## src/rtl/arith_pkg.sv

```systemverilog
// Shared types and helpers for the arithmetic-unit front end: opcodes,
// sequencer states and the per-opcode operand count.
package arith_pkg;

    localparam int NUM_SLOTS = 3;

    typedef enum logic [2:0] {
        OP_DIV  = 3'b000,
        OP_SQRT = 3'b001,
        OP_MUL  = 3'b010,
        OP_MAC  = 3'b011
    } opcode_t;

    typedef enum logic [2:0] {
        IDLE,
        LOAD,
        CHECK,
        ISSUE,
        BUSY
    } seq_state_t;

    // Reserved opcodes (1xx) report zero operands.
    function automatic logic [1:0] operand_count(input logic [2:0] op);
        case (op)
            OP_DIV:  operand_count = 2'd2;
            OP_SQRT: operand_count = 2'd1;
            OP_MUL:  operand_count = 2'd2;
            OP_MAC:  operand_count = 2'd3;
            default: operand_count = 2'd0;
        endcase
    endfunction

    function automatic logic is_reserved(input logic [2:0] op);
        is_reserved = op[2];
    endfunction

endpackage

```

## src/rtl/edge_detect.sv

```systemverilog
// One-shot rising-edge detector: the edge is reported in the same cycle the
// level is first seen high, using a registered copy of the previous level.
module edge_detect (
    input  logic clk,
    input  logic rst,
    input  logic i_level,
    output logic o_edge
);

    logic r_level_q;

    // NOTE: sequential state uses non-blocking assignments so every register
    // samples pre-edge values regardless of process ordering.
    always_ff @(posedge clk) begin
        if (rst) r_level_q <= 1'b0;
        else     r_level_q <= i_level;
    end

    assign o_edge = i_level & ~r_level_q;

endmodule

```

## src/rtl/operand_sequencer.sv

```systemverilog
// Operand sequencer: captures an opcode and 1-3 sign-magnitude operands, then
// issues a start pulse to the datapath. Optional load watchdog: LOAD_TIMEOUT_EN.
module operand_sequencer
    import arith_pkg::*;
#(
    parameter int WORD_LENGTH    = 8,
    parameter int TIMEOUT_CYCLES = 1000000
) (
    input  logic                             clk,
    input  logic                             rst,
    input  logic [WORD_LENGTH-1:0]           data,
    input  logic [2:0]                       opCode,
    input  logic                             start,
    input  logic                             load,
    input  logic                             done_in,
    output logic [NUM_SLOTS*WORD_LENGTH-1:0] operand_mag,
    output logic [NUM_SLOTS-1:0]             operand_sign,
    output logic [NUM_SLOTS-1:0]             load_strobe,
    output logic [2:0]                       opCode_out,
    output logic [1:0]                       op_index,
    output logic                             start_out,
    output logic                             busy,
    output logic                             error,
    output logic                             timeout
);

    seq_state_t                       r_state, w_next_state;
    logic [2:0]                       r_opcode;
    logic [1:0]                       r_op_index;
    logic [NUM_SLOTS*WORD_LENGTH-1:0] r_mag;
    logic [NUM_SLOTS-1:0]             r_sign;
    logic [NUM_SLOTS-1:0]             r_strobe;
    logic                             r_error, r_timeout;

    logic                   w_start_edge, w_load_edge;
    logic                   w_last_load, w_check_fail, w_timeout_hit;
    logic [WORD_LENGTH-1:0] w_mag;

    edge_detect u_start_edge (.clk(clk), .rst(rst), .i_level(start), .o_edge(w_start_edge));
    edge_detect u_load_edge  (.clk(clk), .rst(rst), .i_level(load),  .o_edge(w_load_edge));

    // Most-negative input negates to itself, which is exactly 2^(W-1) unsigned.
    assign w_mag        = data[WORD_LENGTH-1] ? -data : data;
    assign w_last_load  = (r_op_index + 2'd1) == operand_count(r_opcode);
    assign w_check_fail = ((r_opcode == OP_DIV)  && (r_mag[WORD_LENGTH +: WORD_LENGTH] == '0)) ||
                          ((r_opcode == OP_SQRT) && r_sign[0]);

`ifdef LOAD_TIMEOUT_EN
    localparam int CNT_W = $clog2(TIMEOUT_CYCLES + 1);
    logic [CNT_W-1:0] r_idle_cnt;

    // Held at zero outside LOAD, so entering LOAD starts a fresh count.
    always_ff @(posedge clk) begin
        if (rst || (r_state != LOAD) || w_load_edge) r_idle_cnt <= '0;
        else                                         r_idle_cnt <= r_idle_cnt + CNT_W'(1);
    end

    assign w_timeout_hit = (r_state == LOAD) && !w_load_edge &&
                           (r_idle_cnt == CNT_W'(TIMEOUT_CYCLES - 1));
`else
    logic w_unused_timeout_cfg;
    assign w_unused_timeout_cfg = ^TIMEOUT_CYCLES;
    assign w_timeout_hit        = 1'b0;
`endif

    always_ff @(posedge clk) begin
        if (rst) r_state <= IDLE;
        else     r_state <= w_next_state;
    end

    always_comb begin
        // NOTE: default assignment first keeps this combinational block latch-free.
        w_next_state = r_state;
        case (r_state)
            IDLE:    if (w_start_edge && !is_reserved(opCode)) w_next_state = LOAD;
            LOAD: begin
                if (w_timeout_hit)                   w_next_state = IDLE;
                else if (w_load_edge && w_last_load) w_next_state = CHECK;
            end
            CHECK:   w_next_state = w_check_fail ? IDLE : ISSUE;
            ISSUE:   w_next_state = BUSY;
            BUSY:    if (done_in) w_next_state = IDLE;
            default: w_next_state = IDLE;
        endcase
    end

    always_comb begin
        start_out = (r_state == ISSUE);
        busy      = (r_state == BUSY);
    end

    always_ff @(posedge clk) begin
        if (rst) begin
            r_opcode   <= '0;
            r_op_index <= '0;
            r_mag      <= '0;
            r_sign     <= '0;
            r_strobe   <= '0;
            r_error    <= 1'b0;
            r_timeout  <= 1'b0;
        end else begin
            r_strobe <= '0;
            case (r_state)
                IDLE: if (w_start_edge) begin
                    r_opcode   <= opCode;
                    r_op_index <= '0;
                    r_error    <= is_reserved(opCode);
                    r_timeout  <= 1'b0;
                end
                LOAD: if (w_load_edge) begin
                    r_mag[r_op_index*WORD_LENGTH +: WORD_LENGTH] <= w_mag;
                    r_sign[r_op_index]                           <= data[WORD_LENGTH-1];
                    r_strobe                                     <= 3'b001 << r_op_index;
                    r_op_index                                   <= r_op_index + 2'd1;
                end else if (w_timeout_hit) begin
                    r_timeout <= 1'b1;
                    r_error   <= 1'b1;
                end
                CHECK: if (w_check_fail) r_error <= 1'b1;
                default: ;
            endcase
        end
    end

    assign operand_mag  = r_mag;
    assign operand_sign = r_sign;
    assign load_strobe  = r_strobe;
    assign opCode_out   = r_opcode;
    assign op_index     = r_op_index;
    assign error        = r_error;
    assign timeout      = r_timeout;

endmodule

```

## config.mk

```make
export PLATFORM = sky130hd
export DESIGN_NAME = operand_sequencer
export DESIGN_NICKNAME = d
export VERILOG_FILES = /design/src/rtl/arith_pkg.sv /design/src/rtl/edge_detect.sv /design/src/rtl/operand_sequencer.sv
export SDC_FILE = /design/constraint.sdc
export NUM_CORES = 1
export LEC_CHECK = 0
export CORE_MARGIN = 2
export CORE_UTILIZATION = 50
export CTS_CLUSTER_DIAMETER = 40
export CTS_CLUSTER_SIZE = 14
export DETAILED_ROUTE_END_ITERATION = 8
export DONT_BUFFER_PORTS = 1
export HOLD_SLACK_MARGIN = 0.05
export PLACE_DENSITY = 0.73
export SLEW_MARGIN = 30
export SYNTH_ARGS = -nofsm -noshare
export SYNTH_HDL_FRONTEND = slang
export SYNTH_SLANG_ARGS = --single-unit
```

## constraint.sdc

```tcl
create_clock -name clk -period 4.95 [get_ports clk]
set_clock_uncertainty 0.1 [all_clocks]
set_input_delay 0.7425 -clock clk [delete_from_list [all_inputs] [get_ports clk]]
set_output_delay 0.7425 -clock clk [all_outputs]
set_load 0.05 [all_outputs]
```

=== Word level (Yosys, flattened, before mapping) ===
Cells that the tools add are included.

* Register bits: 41
* Latch bits: 0
* Memory bits (writable): 0
* Bits in read-only memories: 0
* Bits of input ports: 16
* Output and inout port bits: 39
* Logic and storage cells: 73
* Memories: 0

* $add $sub $neg: 3
* Multiply operators: 0
* Divide/modulo/power cells: 0
* $lt $le $gt $ge: 2
* Equal/unequal tests: 14
* Shift-type cells: 3
* Muxes and demuxes: 17
* Bitwise gates (word level): 6
* Reductions and logical operators: 19

{| class="wikitable"
|+ Operators by type and width
! kind !! number
|-
| 5-bit negator with 34-bit output || 1
|-
| 8-bit by 34-bit variable shift with 24-bit output (first input constant) || 1
|-
| 8-bit by 34-bit variable part select with 24-bit output || 1
|-
| 24-bit bitwise mux || 1
|-
| 3-bit one-hot mux with 5 select lines || 1
|-
| 3-bit by 2-bit == test with 1-bit output (second input constant) || 4
|-
| 2-bit inequality test (second input constant) || 6
|-
| 3-bit 2-to-1 mux || 3
|-
| 3-bit AND reduction || 3
|-
| 8-bit logical NOT || 1
|-
| 8-bit 2-to-1 mux || 1
|-
| 8-bit negator || 1
|-
| 3-bit by 1-bit == test with 1-bit output (second input constant) || 2
|-
| 3-bit logical NOT || 2
|-
| 2-bit 2-to-1 mux || 3
|-
| 2-bit one-hot mux with 3 select lines || 1
|-
| 1-bit logical AND || 5
|-
| 1-bit inverter || 4
|-
| 2-bit one-hot mux with 2 select lines || 1
|-
| 2-bit AND reduction || 2
|-
| 2-bit nonzero test || 2
|-
| 3-bit bitwise mux || 1
|-
| 3-bit == test (second input constant) || 1
|-
| 2-bit by 3-bit < comparator with 1-bit output (second input constant) || 1
|-
| 12 further kinds || 15
|}

=== Depth between registers and ports, before layout ===
* Word-level depth: 7
* Depth in mapped cells: 8
* Depth with buffers taken out: 6

=== Hierarchy ===
From an unflattened synthesis, not the netlist that was laid out.

* Cell total of the unflattened synthesis: 220
* Area, all modules: 1,910.6 um2

{| class="wikitable"
|+ By module, submodules not included
! module !! times used !! cells each !! area an instance (um2) !! seq. area each (um2)
|-
| operand_sequencer || 1 || 214 || 1,815.5 || 780.7
|-
| edge_detect || 2 || 3 || 47.5 || 20.0
|}

=== Least setup slack after synthesis ===
OpenSTA, ideal clock, no wires.

* Path kind: register -> output
* From: register r_state[2]
* To: output busy
* Arrival time: 1.622 ns
* Required time: 4.108 ns
* Setup slack: 2.486 ns
* Stages on the path, launching flop included: 2
* Buffers on the path: 0
* Path through: dfxtp_1 -> nor3b_1

* Longest elaborated chain between the ends: 1

{| class="wikitable"
|+ RTL lines
! what !! RTL line !! RTL
|-
| start, declared || operand_sequencer.sv:27 || <nowiki>seq_state_t r_state, w_next_state;</nowiki>
|-
| start signal, assigned || operand_sequencer.sv:68 || <nowiki>else r_state <= w_next_state;</nowiki>
|-
| 3-bit == test || operand_sequencer.sv:89 || <nowiki>busy = (r_state == BUSY);</nowiki>
|-
| end, declared || operand_sequencer.sv:22 || <nowiki>output logic busy,</nowiki>
|}

No other way between the ends.

=== Worst setup path after layout ===
* From: register r_op_index[0] (netlist: op_index[0])
* To: register r_mag[20] (netlist: operand_mag[20])

* Longest elaborated chain between the ends: 3
* Elaborated cells between the ends (all ways): 4
* Those cells by class: add/sub (1); shift (2); mux (1)

{| class="wikitable"
|+ RTL lines
! what !! RTL line !! RTL
|-
| start, declared || operand_sequencer.sv:29 || <nowiki>logic [1:0] r_op_index;</nowiki>
|-
| start signal, assigned || operand_sequencer.sv:114 || <nowiki>r_op_index <= r_op_index + 2'd1;</nowiki>
|-
| 5-bit negator with 34-bit output * || operand_sequencer.sv:111 || <nowiki>r_mag[r_op_index*WORD_LENGTH +: WORD_LENGTH] <= w_mag;</nowiki>
|-
| 8-bit by 34-bit variable part select with 24-bit output / 8-bit by 34-bit variable shift with 24-bit output (equally long branches) || operand_sequencer.sv:111 ||
|-
| 24-bit bitwise mux * || operand_sequencer.sv:111 ||
|-
| end signal, assigned by index || operand_sequencer.sv:111 ||
|-
| end, declared || operand_sequencer.sv:30 || <nowiki>logic [NUM_SLOTS*WORD_LENGTH-1:0] r_mag;</nowiki>
|}

Every way passes the cells marked *; elsewhere a longest branch is shown, timed or not.
A chain may end at the register's enable or synchronous reset.

==> results.md <==
- Largest family of logic cells by synthesized area: simple AND/OR/NAND/NOR gates
- Crit. End Element: flop
- Clock root buffer: clkbuf_8
- Pin count of the biggest net entering global routing: 41
- Core Area: 3720 um2
- Final #Nets: 235
- Final Critical Period: 2.69 ns
- Area grow syn2layout: 5.85%
- Combinational power share: 0.082
- Core Rows: 22
- Fraction of layout cells with a size suffix above 1: 0.0896
- Arrival time worst endpoint: 2.82 ns
- WS Path Type: flop to flop
- Sw frac: 0.252
- Clk sinks: 41
- Most common cell after layout, fill and taps aside: dfxtp_1
- RSZ-0062 raised after global routing: no
- Post-Route WL: 4.35 mm
- Post-synthesis adder-cell area fraction: 0.0450
- Placed Instance Area: 1950 um2
- Initial DRT Pass Iterations: 5
- Die H: 66.4 um
- Setup-failing EPs final: 0
- Vias: 1536
- Max VDD drop: 0.151 mV
- Cell Area, Synth: 1950 um2
- Via density: 5.91
- Mux cell area share after synthesis: 0.0257
- Pins Over Slew Limit: 0
- Setup repair bufs after CTS: 0
- Worst-Skew Late Latency: 0.30 ns
- Gp weighted congestion: 0.796
- First-pass GRT wire length: 7.18 mm
- EDFF count, synth: 0
- I/O Buffers: 0
- Critical path data required time: 5.08 ns
- Yosys cell types: 46
- Worst slew pin tran: 0.829 ns
- Die X: 66.4 um
- Pwr per Cell Area: 328 nW/um2
- DP HPWL: 3.13 mm
- Leading cell types in the layout, fill and taps excluded: dfxtp_1, nor2_1, a22oi_1
- Wire per inst: 16.7 um
- Max-cap violation count: 0
- Reg-to-Reg Start: op_index[0]
- Syn Inst Count: 218
- Startpoint Class: flop
- Xor/xnor share of the synthesized area: 0.0135
- Critical-path maximum fanout: 11
- Clock transition at path regs: 0.08 ns
- Design Area, Final: 2060 um2
- Maximum clock frequency: 372 MHz
- Yosys Warn Count: 0
- Ant. Diodes: 0
- Final Hold Fails: 0
- Ys async rst share: 0
- Grt ovf: 0
- Seq/Total Area, Yosys: 0.422
- Slew headroom: 0.446
- HP Class: primary input to flop
- Post-Synth Simple-Gate Area: 0.281
- Top cell type's share of synthesized area: 0.422
- H-tree depth: 2
- Die area: 4410 um2
- Vias in the first global route: 1537
- Cell taking the most area after synthesis: dfxtp_1
- Final period utilization: 0.544
- Fin Setup TNS: 0 ns
- Filler Cells Inserted: 357
- Tot GR Track Use: 0.219
- CTS tree: done
- Synth Area in Compound Gates: 0.172
- Post-cts resize count: 0
- Post-synth top flop: dfxtp_1
- Syn nets: 241
- DRT iter0 DRCs: 85
- P_int: 505 uW
- CTS Buffer Depth: 2
- P_sw: 170 uW
- Leakage: 0.748 nW
- Worst hold start: rst
- Initial antenna violation count: 0
- Synthesized flop and latch total: 41
- CP startpoint: op_index[0]
- Seq pwr share: 0.538
- Cts bufs inserted: 5
- Status: finished, final reports clean
- Final core utilization: 0.555
- Clock power frac: 0.380
- IO Pins: 55
- # hold bufs at CTS: 0
- DRC viols: 0
- Synth area leaders: dfxtp_1, a22oi_1, nor2_1, ha_1, nand2_1
- Post-DRT Antenna Nets: 0
- Initial Utilization: 0.524
- Syn avg cell area: 8.93 um2
-- Yosys cell counts (3+ instances only) --
library cell and count:
inv_1 5, a21oi_1 7, nor2_1 24, xnor2_1 3
nand3_1 8, mux2i_1 5, nand2b_1 3, or3_1 4
nor2b_1 7, and3b_1 3, o21ai_0 10, a22oi_1 15
nor3b_1 5, buf_2 3, a31oi_1 4, nor3_1 3
nand2_1 14, ha_1 7, dfxtp_1 41, o31ai_1 4
clkbuf_1 8, nor4_1 3
-- layer usage --
layer | track usage | wire [um]
met1 | 0.277 | 2010
met2 | 0.336 | 1920
met3 | 0.0971 | 357
met4 | 0.0612 | 66
met5 | 0 | 0
-- per-stage QoR --
stage / std cells / total power, mW / setup slack (ns) / hold WS, ns
2_1_floorplan: 218 / 0.420 / 2.49 / 0.453
3_3_place_gp: 253 / 0.424 / 2.38 / 0.484
3_5_place_dp: 253 / 0.426 / 2.31 / 0.503
4_1_cts: 260 / 0.678 / 2.30 / 0.400
5_1_grt: 260 / 0.703 / 2.04 / 0.392
6_report: 260 / 0.676 / 2.26 / 0.410
-- critical path, stage by stage (launching register included) --
cell and delay (ns):
dfxtp_1 0.86, inv_1 0.28, ha_1 0.46, nor3b_1 0.28
and4_1 0.36, o21ai_0 0.12, a21oi_1 0.15
-- power groups by stage --
| stage | Clock, mW | Combinational (mW) | Sequential (mW) |
|---|---|---|---|
| floorplan | 0 | 0.0527 | 0.368 |
| global placement | 0 | 0.0535 | 0.371 |
| detailed placement | 0 | 0.0544 | 0.371 |
| CTS | 0.260 | 0.0550 | 0.363 |
| global route | 0.276 | 0.0625 | 0.365 |
| finish | 0.257 | 0.0551 | 0.364 |
-- final timing paths --
kind / endpoint / cells past startpoint / slack, ns
worst max-delay path: operand_mag[20] / 6 / 2.26
worst max register to register: operand_mag[20] / 6 / 2.26
worst min-delay path: opCode_out[0] / 1 / 0.41
worst min register to register: opCode_out[1] / 3 / 0.51
-- layout make-up --
| type | count | area, um2 | area share |
|---|---|---|---|
| tap | 48 | 60.1 | 0.0291 |
| inverter | 5 | 18.8 | 0.00911 |
| clock inverter | 2 | 35.0 | 0.0170 |
| sequential | 41 | 821 | 0.398 |
| clock buffer | 5 | 68.8 | 0.0334 |
| multi-input combinational | 159 | 1060 | 0.513 |
-- cells by family after synthesis --
family	after synthesis
buffers and inverters	18
AO/OA/AOI/OAI	50
AND/OR/NAND/NOR	93
flip-flops	41
XOR/XNOR	3
other	1
multiplexers	5
adder cells (fa/ha/maj)	7
-- state kept, by name, indices dropped and copies added (netlist names) --
signal	count
error	1
u_load_edge.r_level_q	1
operand_sign	3
load_strobe	3
r_state	3
operand_mag	24
opCode_out	3
op_index	2
u_start_edge.r_level_q	1
Power figures use the tool's default switching activity.
